<file path="config.mk">
export PLATFORM = sky130hd
export DESIGN_NAME = csr_file_ctrl_flat
export DESIGN_NICKNAME = d
export VERILOG_FILES = /design/src/rtl/csr_file_if.sv /design/src/rtl/csr_file_ctrl.sv /design/src/flat_wrapper.sv
export SDC_FILE = /design/constraint.sdc
export NUM_CORES = 1
export LEC_CHECK = 0
export ABC_AREA = 1
export CAP_MARGIN = 10
export CORE_MARGIN = 5
export CORE_UTILIZATION = 35
export CTS_CLUSTER_DIAMETER = 100
export DETAILED_ROUTE_END_ITERATION = 16
export PLACE_DENSITY = 0.49
export SETUP_SLACK_MARGIN = 0.1
export SKIP_CTS_REPAIR_TIMING = 1
export SLEW_MARGIN = 20
export SYNTH_ARGS = -nofsm -noshare
export SYNTH_HDL_FRONTEND = slang
export SYNTH_SLANG_ARGS = --single-unit
</file>
<file path="constraint.sdc">
create_clock -name clk -period 15.86 [get_ports clk]
set_clock_uncertainty 0.1 [all_clocks]
set_input_delay 3.172 -clock clk [delete_from_list [all_inputs] [get_ports clk]]
set_output_delay 3.172 -clock clk [all_outputs]
set_load 0.02 [all_outputs]
</file>
<file path="src/rtl/csr_file_if.sv">
// csr_file_if: bundle between the pipeline and the machine-mode CSR file.
//   master : pipeline side; drives the CSR instruction port, trap/interrupt/MRET
//            requests and the retire strobe; receives read data, illegal flag,
//            stall and the PC redirect.
//   slave  : CSR file side; the mirror image of master.
interface csr_file_if;
    logic [11:0] csr_addr;
    logic        csr_rd_en;
    logic        csr_wr_en;
    logic [31:0] csr_wdata;
    logic [31:0] csr_rdata;
    logic        csr_illegal;
    logic        trap_req;
    logic [31:0] trap_cause;
    logic [31:0] epc_in;
    logic        mret_req;
    logic        instr_retire;
    logic        ext_irq;
    logic        stall;
    logic        redirect_valid;
    logic [31:0] redirect_pc;

    modport master (
        output csr_addr, csr_rd_en, csr_wr_en, csr_wdata,
        output trap_req, trap_cause, epc_in, mret_req, instr_retire, ext_irq,
        input  csr_rdata, csr_illegal, stall, redirect_valid, redirect_pc
    );

    modport slave (
        input  csr_addr, csr_rd_en, csr_wr_en, csr_wdata,
        input  trap_req, trap_cause, epc_in, mret_req, instr_retire, ext_irq,
        output csr_rdata, csr_illegal, stall, redirect_valid, redirect_pc
    );
endinterface

</file>
<file path="src/rtl/csr_file_ctrl.sv">
// csr_file_ctrl: machine-mode CSR register file and trap sequencer.
// Holds mstatus (MIE/MPIE), mie (MEIE), mtvec, mscratch, mepc, mcause and the
// 64-bit mcycle/minstret counters; serves the CSR instruction port; arbitrates
// it against synchronous traps, the external interrupt and MRET; sequences
// trap entry/return with a pipeline stall and a one-cycle PC redirect.
// Ports:
//   clk  : core clock
//   rst  : asynchronous, active-high reset
//   bus  : csr_file_if.slave (CSR port, trap/irq/mret requests, stall, redirect)
module csr_file_ctrl #(
    parameter logic [31:0] HART_ID   = 32'd0,
    parameter logic [31:0] RESET_VEC = 32'h0000_0000
) (
    input  logic       clk,
    input  logic       rst,
    csr_file_if.slave  bus
);
    typedef enum logic [1:0] {
        IDLE,
        TRAP_SAVE,
        TRAP_JUMP,
        MRET_JUMP
    } state_t;

    localparam logic [11:0] ADDR_MSTATUS  = 12'h300;
    localparam logic [11:0] ADDR_MIE      = 12'h304;
    localparam logic [11:0] ADDR_MTVEC    = 12'h305;
    localparam logic [11:0] ADDR_MSCRATCH = 12'h340;
    localparam logic [11:0] ADDR_MEPC     = 12'h341;
    localparam logic [11:0] ADDR_MCAUSE   = 12'h342;
    localparam logic [11:0] ADDR_MIP      = 12'h344;
    localparam logic [11:0] ADDR_MCYCLE   = 12'hB00;
    localparam logic [11:0] ADDR_MINSTRET = 12'hB02;
    localparam logic [11:0] ADDR_MCYCLEH  = 12'hB80;
    localparam logic [11:0] ADDR_MINSTRETH= 12'hB82;
    localparam logic [11:0] ADDR_MHARTID  = 12'hF14;

    localparam logic [31:0] IRQ_CAUSE = 32'h8000_000B;

    state_t      state;
    logic        mie;
    logic        mpie;
    logic        meie;
    logic [31:0] mtvec;      // low two bits always held at zero
    logic [31:0] mscratch;
    logic [31:0] mepc;       // low two bits always held at zero
    logic [31:0] mcause;
    logic [63:0] mcycle;
    logic [63:0] minstret;
    logic        redir_valid;
    logic [31:0] redir_pc;

    logic [31:0] rdata;
    logic        implemented;
    logic        read_only;
    logic        irq_take;
    logic        write_ok;

    // Address decode and read mux.
    always_comb begin
        // NOTE: every output gets a default first so no path infers a latch.
        rdata       = 32'h0;
        implemented = 1'b1;
        read_only   = 1'b0;
        case (bus.csr_addr)
            ADDR_MSTATUS:   rdata = {24'h0, mpie, 3'b000, mie, 3'b000};
            ADDR_MIE:       rdata = {20'h0, meie, 11'h0};
            ADDR_MTVEC:     rdata = mtvec;
            ADDR_MSCRATCH:  rdata = mscratch;
            ADDR_MEPC:      rdata = mepc;
            ADDR_MCAUSE:    rdata = mcause;
            ADDR_MIP: begin
                rdata     = {20'h0, bus.ext_irq, 11'h0};
                read_only = 1'b1;
            end
            ADDR_MCYCLE:    rdata = mcycle[31:0];
            ADDR_MCYCLEH:   rdata = mcycle[63:32];
            ADDR_MINSTRET:  rdata = minstret[31:0];
            ADDR_MINSTRETH: rdata = minstret[63:32];
            ADDR_MHARTID: begin
                rdata     = HART_ID;
                read_only = 1'b1;
            end
            default:        implemented = 1'b0;
        endcase
    end

    assign irq_take = mie & meie & bus.ext_irq;
    // Illegal writes never reach the register update below.
    assign write_ok = bus.csr_wr_en & implemented & ~read_only;

    assign bus.csr_rdata      = rdata;
    assign bus.csr_illegal    = ((bus.csr_rd_en | bus.csr_wr_en) & ~implemented)
                              | (bus.csr_wr_en & read_only);
    assign bus.stall          = (state != IDLE);
    assign bus.redirect_valid = redir_valid;
    assign bus.redirect_pc    = redir_pc;

    always_ff @(posedge clk or posedge rst) begin
        if (rst) begin
            state       <= IDLE;
            mie         <= 1'b0;
            mpie        <= 1'b0;
            meie        <= 1'b0;
            mtvec       <= {RESET_VEC[31:2], 2'b00};
            mscratch    <= 32'h0;
            mepc        <= 32'h0;
            mcause      <= 32'h0;
            mcycle      <= 64'h0;
            minstret    <= 64'h0;
            redir_valid <= 1'b0;
            redir_pc    <= 32'h0;
        end else begin
            // NOTE: non-blocking assignments only, so every register samples
            // pre-edge values; later assignments below override these defaults.
            redir_valid <= 1'b0;
            mcycle      <= mcycle + 64'd1;
            if (bus.instr_retire) begin
                minstret <= minstret + 64'd1;
            end

            case (state)
                IDLE: begin
                    if (bus.trap_req || irq_take) begin
                        mepc   <= {bus.epc_in[31:2], 2'b00};
                        mcause <= bus.trap_req ? bus.trap_cause : IRQ_CAUSE;
                        mpie   <= mie;
                        mie    <= 1'b0;
                        state  <= TRAP_SAVE;
                    end else if (bus.mret_req) begin
                        // Redirect is registered, so it appears in MRET_JUMP.
                        redir_valid <= 1'b1;
                        redir_pc    <= mepc;
                        state       <= MRET_JUMP;
                    end else if (write_ok) begin
                        // A counter write replaces that cycle's increment.
                        case (bus.csr_addr)
                            ADDR_MSTATUS: begin
                                mie  <= bus.csr_wdata[3];
                                mpie <= bus.csr_wdata[7];
                            end
                            ADDR_MIE:       meie     <= bus.csr_wdata[11];
                            ADDR_MTVEC:     mtvec    <= {bus.csr_wdata[31:2], 2'b00};
                            ADDR_MSCRATCH:  mscratch <= bus.csr_wdata;
                            ADDR_MEPC:      mepc     <= {bus.csr_wdata[31:2], 2'b00};
                            ADDR_MCAUSE:    mcause   <= bus.csr_wdata;
                            ADDR_MCYCLE:    mcycle   <= {mcycle[63:32], bus.csr_wdata};
                            ADDR_MCYCLEH:   mcycle   <= {bus.csr_wdata, mcycle[31:0]};
                            ADDR_MINSTRET:  minstret <= {minstret[63:32], bus.csr_wdata};
                            ADDR_MINSTRETH: minstret <= {bus.csr_wdata, minstret[31:0]};
                            default: ;
                        endcase
                    end
                end
                TRAP_SAVE: begin
                    redir_valid <= 1'b1;
                    redir_pc    <= mtvec;
                    state       <= TRAP_JUMP;
                end
                TRAP_JUMP: begin
                    state <= IDLE;
                end
                MRET_JUMP: begin
                    mie   <= mpie;
                    mpie  <= 1'b1;
                    state <= IDLE;
                end
                default: state <= IDLE;
            endcase
        end
    end
endmodule

</file>
<file path="src/flat_wrapper.sv">
// flat-port wrapper written by rule: the top's interface ports become plain ports
module csr_file_ctrl_flat 
#(
    parameter logic [31:0] HART_ID   = 32'd0,
    parameter logic [31:0] RESET_VEC = 32'h0000_0000
)
  (clk, rst, bus_csr_addr, bus_csr_rd_en, bus_csr_wr_en, bus_csr_wdata, bus_trap_req, bus_trap_cause, bus_epc_in, bus_mret_req, bus_instr_retire, bus_ext_irq, bus_csr_rdata, bus_csr_illegal, bus_stall, bus_redirect_valid, bus_redirect_pc);
  csr_file_if bus_i ();
  input  logic clk;
  input  logic rst;
  input wire logic [$bits(bus_i.csr_addr)-1:0] bus_csr_addr;
  input wire logic [$bits(bus_i.csr_rd_en)-1:0] bus_csr_rd_en;
  input wire logic [$bits(bus_i.csr_wr_en)-1:0] bus_csr_wr_en;
  input wire logic [$bits(bus_i.csr_wdata)-1:0] bus_csr_wdata;
  input wire logic [$bits(bus_i.trap_req)-1:0] bus_trap_req;
  input wire logic [$bits(bus_i.trap_cause)-1:0] bus_trap_cause;
  input wire logic [$bits(bus_i.epc_in)-1:0] bus_epc_in;
  input wire logic [$bits(bus_i.mret_req)-1:0] bus_mret_req;
  input wire logic [$bits(bus_i.instr_retire)-1:0] bus_instr_retire;
  input wire logic [$bits(bus_i.ext_irq)-1:0] bus_ext_irq;
  output wire logic [$bits(bus_i.csr_rdata)-1:0] bus_csr_rdata;
  output wire logic [$bits(bus_i.csr_illegal)-1:0] bus_csr_illegal;
  output wire logic [$bits(bus_i.stall)-1:0] bus_stall;
  output wire logic [$bits(bus_i.redirect_valid)-1:0] bus_redirect_valid;
  output wire logic [$bits(bus_i.redirect_pc)-1:0] bus_redirect_pc;
  assign bus_i.csr_addr = bus_csr_addr;
  assign bus_i.csr_rd_en = bus_csr_rd_en;
  assign bus_i.csr_wr_en = bus_csr_wr_en;
  assign bus_i.csr_wdata = bus_csr_wdata;
  assign bus_i.trap_req = bus_trap_req;
  assign bus_i.trap_cause = bus_trap_cause;
  assign bus_i.epc_in = bus_epc_in;
  assign bus_i.mret_req = bus_mret_req;
  assign bus_i.instr_retire = bus_instr_retire;
  assign bus_i.ext_irq = bus_ext_irq;
  assign bus_csr_rdata = bus_i.csr_rdata;
  assign bus_csr_illegal = bus_i.csr_illegal;
  assign bus_stall = bus_i.stall;
  assign bus_redirect_valid = bus_i.redirect_valid;
  assign bus_redirect_pc = bus_i.redirect_pc;
  csr_file_ctrl #(.HART_ID(HART_ID), .RESET_VEC(RESET_VEC)) u_core (.clk(clk), .rst(rst), .bus(bus_i));
endmodule
</file>
==> metrics.csv <==
metric;value;unit
Hold Path Depth;2;
Post-route DRC;0;
Synth Area per Inst;6.736;µm²
Initial Util;35.48;%
Max Freq;100.1;MHz
Ys Warns;0;
pin count of the biggest net entering global routing;94;
met2 WL;42140;µm
Yosys top cell area share;38.50;%
RR Endpoint;u_core.mcycle[57];
asr flop ratio synth;100.0;%
CTS Buffer Depth;3;
Routed Antenna Nets;0;
layout cells sized above 1;5.070;%
status;finished, final reports clean;
multiplexer area fraction after synthesis;0;%
wire per inst;26.68;µm
max layer used;met4;
min-delay src;u_core.mscratch[0];
reg2reg start;u_core.state[0];
WL met3;8023;µm
clk sinks;288;
fin crit share;63.02;%
Setup Crit Path Kind;input pin to output pin;
dpl ws;5.952;ns
Sw Pwr;0.9501;mW
root buf cell;clkbuf_16;
crit path max fanout;20;
RSZ-0062 raised after global routing;no;
Pwr Density;117.6;nW/µm²
WHS Endpoint;u_core.mscratch[0];
RD Place Congestion;0.9748;
CTS clk-pin slew, worst paths;0.06;ns
vias in the first global route;19630;
library cells used by synthesis;42;
Reg2Reg Depth;15;
worst min path class;flop to flop;
CTS tree;yes;
Post-synth EDFFs;0;
final setup vio count;0;
Top FF cell, synth;dfrtp_1;
Rows;84;
routed vias/inst;5.601;
cell taking the most area after synthesis;dfrtp_1;
WP data required;12.59;ns
CP Launch Type;input pin;
drt pass-1 iters;6;
Die Span Y;241.3;µm
crit path time final;9.995;ns
DRT Wirelength;96800;µm
Net Sw Frac;36.07;%
CORE AREA;52760;µm²
Num CTS Buffers;38;
grt ovf;0;
LEAKAGE;10.09;nW
Setup TNS Final;0;ns
Worst-Margin Slew;1.079;ns
Cells after Synth;2779;
combinational power share;27.0;%
Die ar.;58210;µm²
XOR/XNOR Fraction of Synth Area;3.462;%
top area cells in the synthesized netlist;dfrtp_1, nand2_1, inv_1;
final-report max-slew violation count;0;
clk_lat worst skew;0.58;ns
most instantiated library cell after synthesis;nand2_1;
num ports;183;
share of the yosys chip area belonging to registers;38.50;%
DRT iter0 DRCs;2364;
Hold Vio Cnt, Final;0;
Arrival @ worst endpoint;6.72;ns
top post-synthesis cells by count;nand2_1, inv_1, nor2_1;
peak supply drop;0.08516;mV
Layout Area Growth over Synthesis;19.67;%
Setup crit end kind;output pin;
simple-gate share of the synthesized area;34.78;%
Clock power frac;34.9;%
die width;241.3;µm
combinational family with the most area after synthesis;simple AND/OR/NAND/NOR gates;
max_slew headroom;27.97;%
max-cap viol count;0;
Compound-Gate Fraction of Synth Area;14.02;%
Layout Nets;3033;
initial antenna violation count;4;
reg2reg setup slack;11.71;ns
first-pass GRT wire length;138900;µm
Synth Cell Area;18720;µm²
HPWL Detailed;74110;µm
GR Util All Layers;32.67;%
Post-Synth Adder-Cell Area;0.3342;%
detailed-route via count;20320;
Synth Register Bits;288;
worst setup margin;5.865;ns
sequential fraction of design power;38.2;%
Metal-1 WL;42600;µm
Max H-tree Level;2;
Internal;1.684;mW
# port buffers;178;
## layout by cell type (no fill, tap or decap), drive strengths merged
cell	count
o2111ai	5
clkdlybuf4s50	178
a21oi	44
conb	2
diode	1
o211ai	49
a22oi	14
nor2	312
nor4	10
nand3	165
o21a	2
or2	8
ha	5
a22o	1
bufinv	4
xnor2	11
nand4	51
nor3	62
a31oi	49
inv	307
o22ai	30
nand3b	3
and3	2
clkbuf	57
dfrtp	288
a221oi	48
clkinv	6
buf	29
xor2	63
o21ai	188
nand2	938
nor3b	3
and2	4
a211oi	1
## cell type report
type                    instances  area (µm²)
fillers                      5611       30360
multi-input cells            2070        9872
flip-flops and latches        288        7207
repair buffers                207        2003
inverters                     307        1160
clock buffers                  57        1124
well taps                     688       860.8
clock inverters                10       172.7
diodes                          1       2.502
## sequential cells by signal, summed over array words and instances, names as in the netlist
signal and count:
u_core.mepc 30, u_core.mcycle 64, u_core.bus.redirect_valid 1, u_core.mscratch 32, u_core.bus.redirect_pc 30, u_core.state 2
u_core.meie 1, u_core.mie 1, u_core.mpie 1, u_core.mcause 32, u_core.minstret 64, u_core.mtvec 30
## routing by layer
layer,vias to the layer above,track usage (%)
li1,9349,-
met1,9884,46.44
met2,932,49.83
met3,157,6.113
met4,0,12.14
met5,-,0
## worst max-delay path by stage
stage	to	cells after the start	start
after floorplan	u_core.bus.redirect_pc[10]	1	rst
after global placement	bus_csr_rdata[12]	12	bus_csr_addr[7]
after detailed placement	bus_csr_rdata[12]	12	bus_csr_addr[7]
after CTS	bus_csr_rdata[12]	12	bus_csr_addr[7]
after global routing	bus_csr_rdata[12]	12	bus_csr_addr[7]
final	bus_csr_rdata[12]	12	bus_csr_addr[10]
## critical path, cell delays in order
cell	delay [ns]
clkdlybuf4s50_1	0.50
inv_1	0.06
nand2_1	0.10
nor2_4	0.07
nand2_1	0.13
inv_1	0.05
nand2_1	0.05
buf_4	0.36
inv_1	0.52
a221oi_1	0.83
o211ai_1	0.25
clkdlybuf4s50_1	0.62
## stage by stage
step / cells / hold slack, ns / power, mW / utilization, % / cell area (µm²)
floorplan: 2780 / 0.3422 / 1.399 / - / 18720
global placement: 3560 / 0.3605 / 1.705 / 39.98 / 21090
detailed placement: 3560 / 0.3599 / 1.717 / 39.99 / 21100
CTS: 3627 / 0.3741 / 2.641 / 42.44 / 22390
global route: 3627 / 0.3978 / 2.766 / 42.45 / 22400
finish: 3628 / 0.3757 / 2.634 / 42.46 / 22400
## power groups by stage
stage          Combinational, mW  Clock (mW)  Sequential (mW)
6_report                   0.710       0.918             1.01
5_1_grt                    0.789       0.957             1.02
4_1_cts                    0.710       0.930             1.00
3_5_place_dp               0.705           0             1.01
3_3_place_gp               0.696           0             1.01
2_1_floorplan              0.385           0             1.01
## cells by family (layout without fill, tap and decap cells)
group	Yosys count	count (layout)
AO/OA/AOI/OAI	431	431
buffers and inverters	422	581
XOR/XNOR	74	74
other	1	3
adder cells (fa/ha/maj)	5	5
flip-flops	288	288
AND/OR/NAND/NOR	1558	1558
Power figures use the tool's default switching activity.
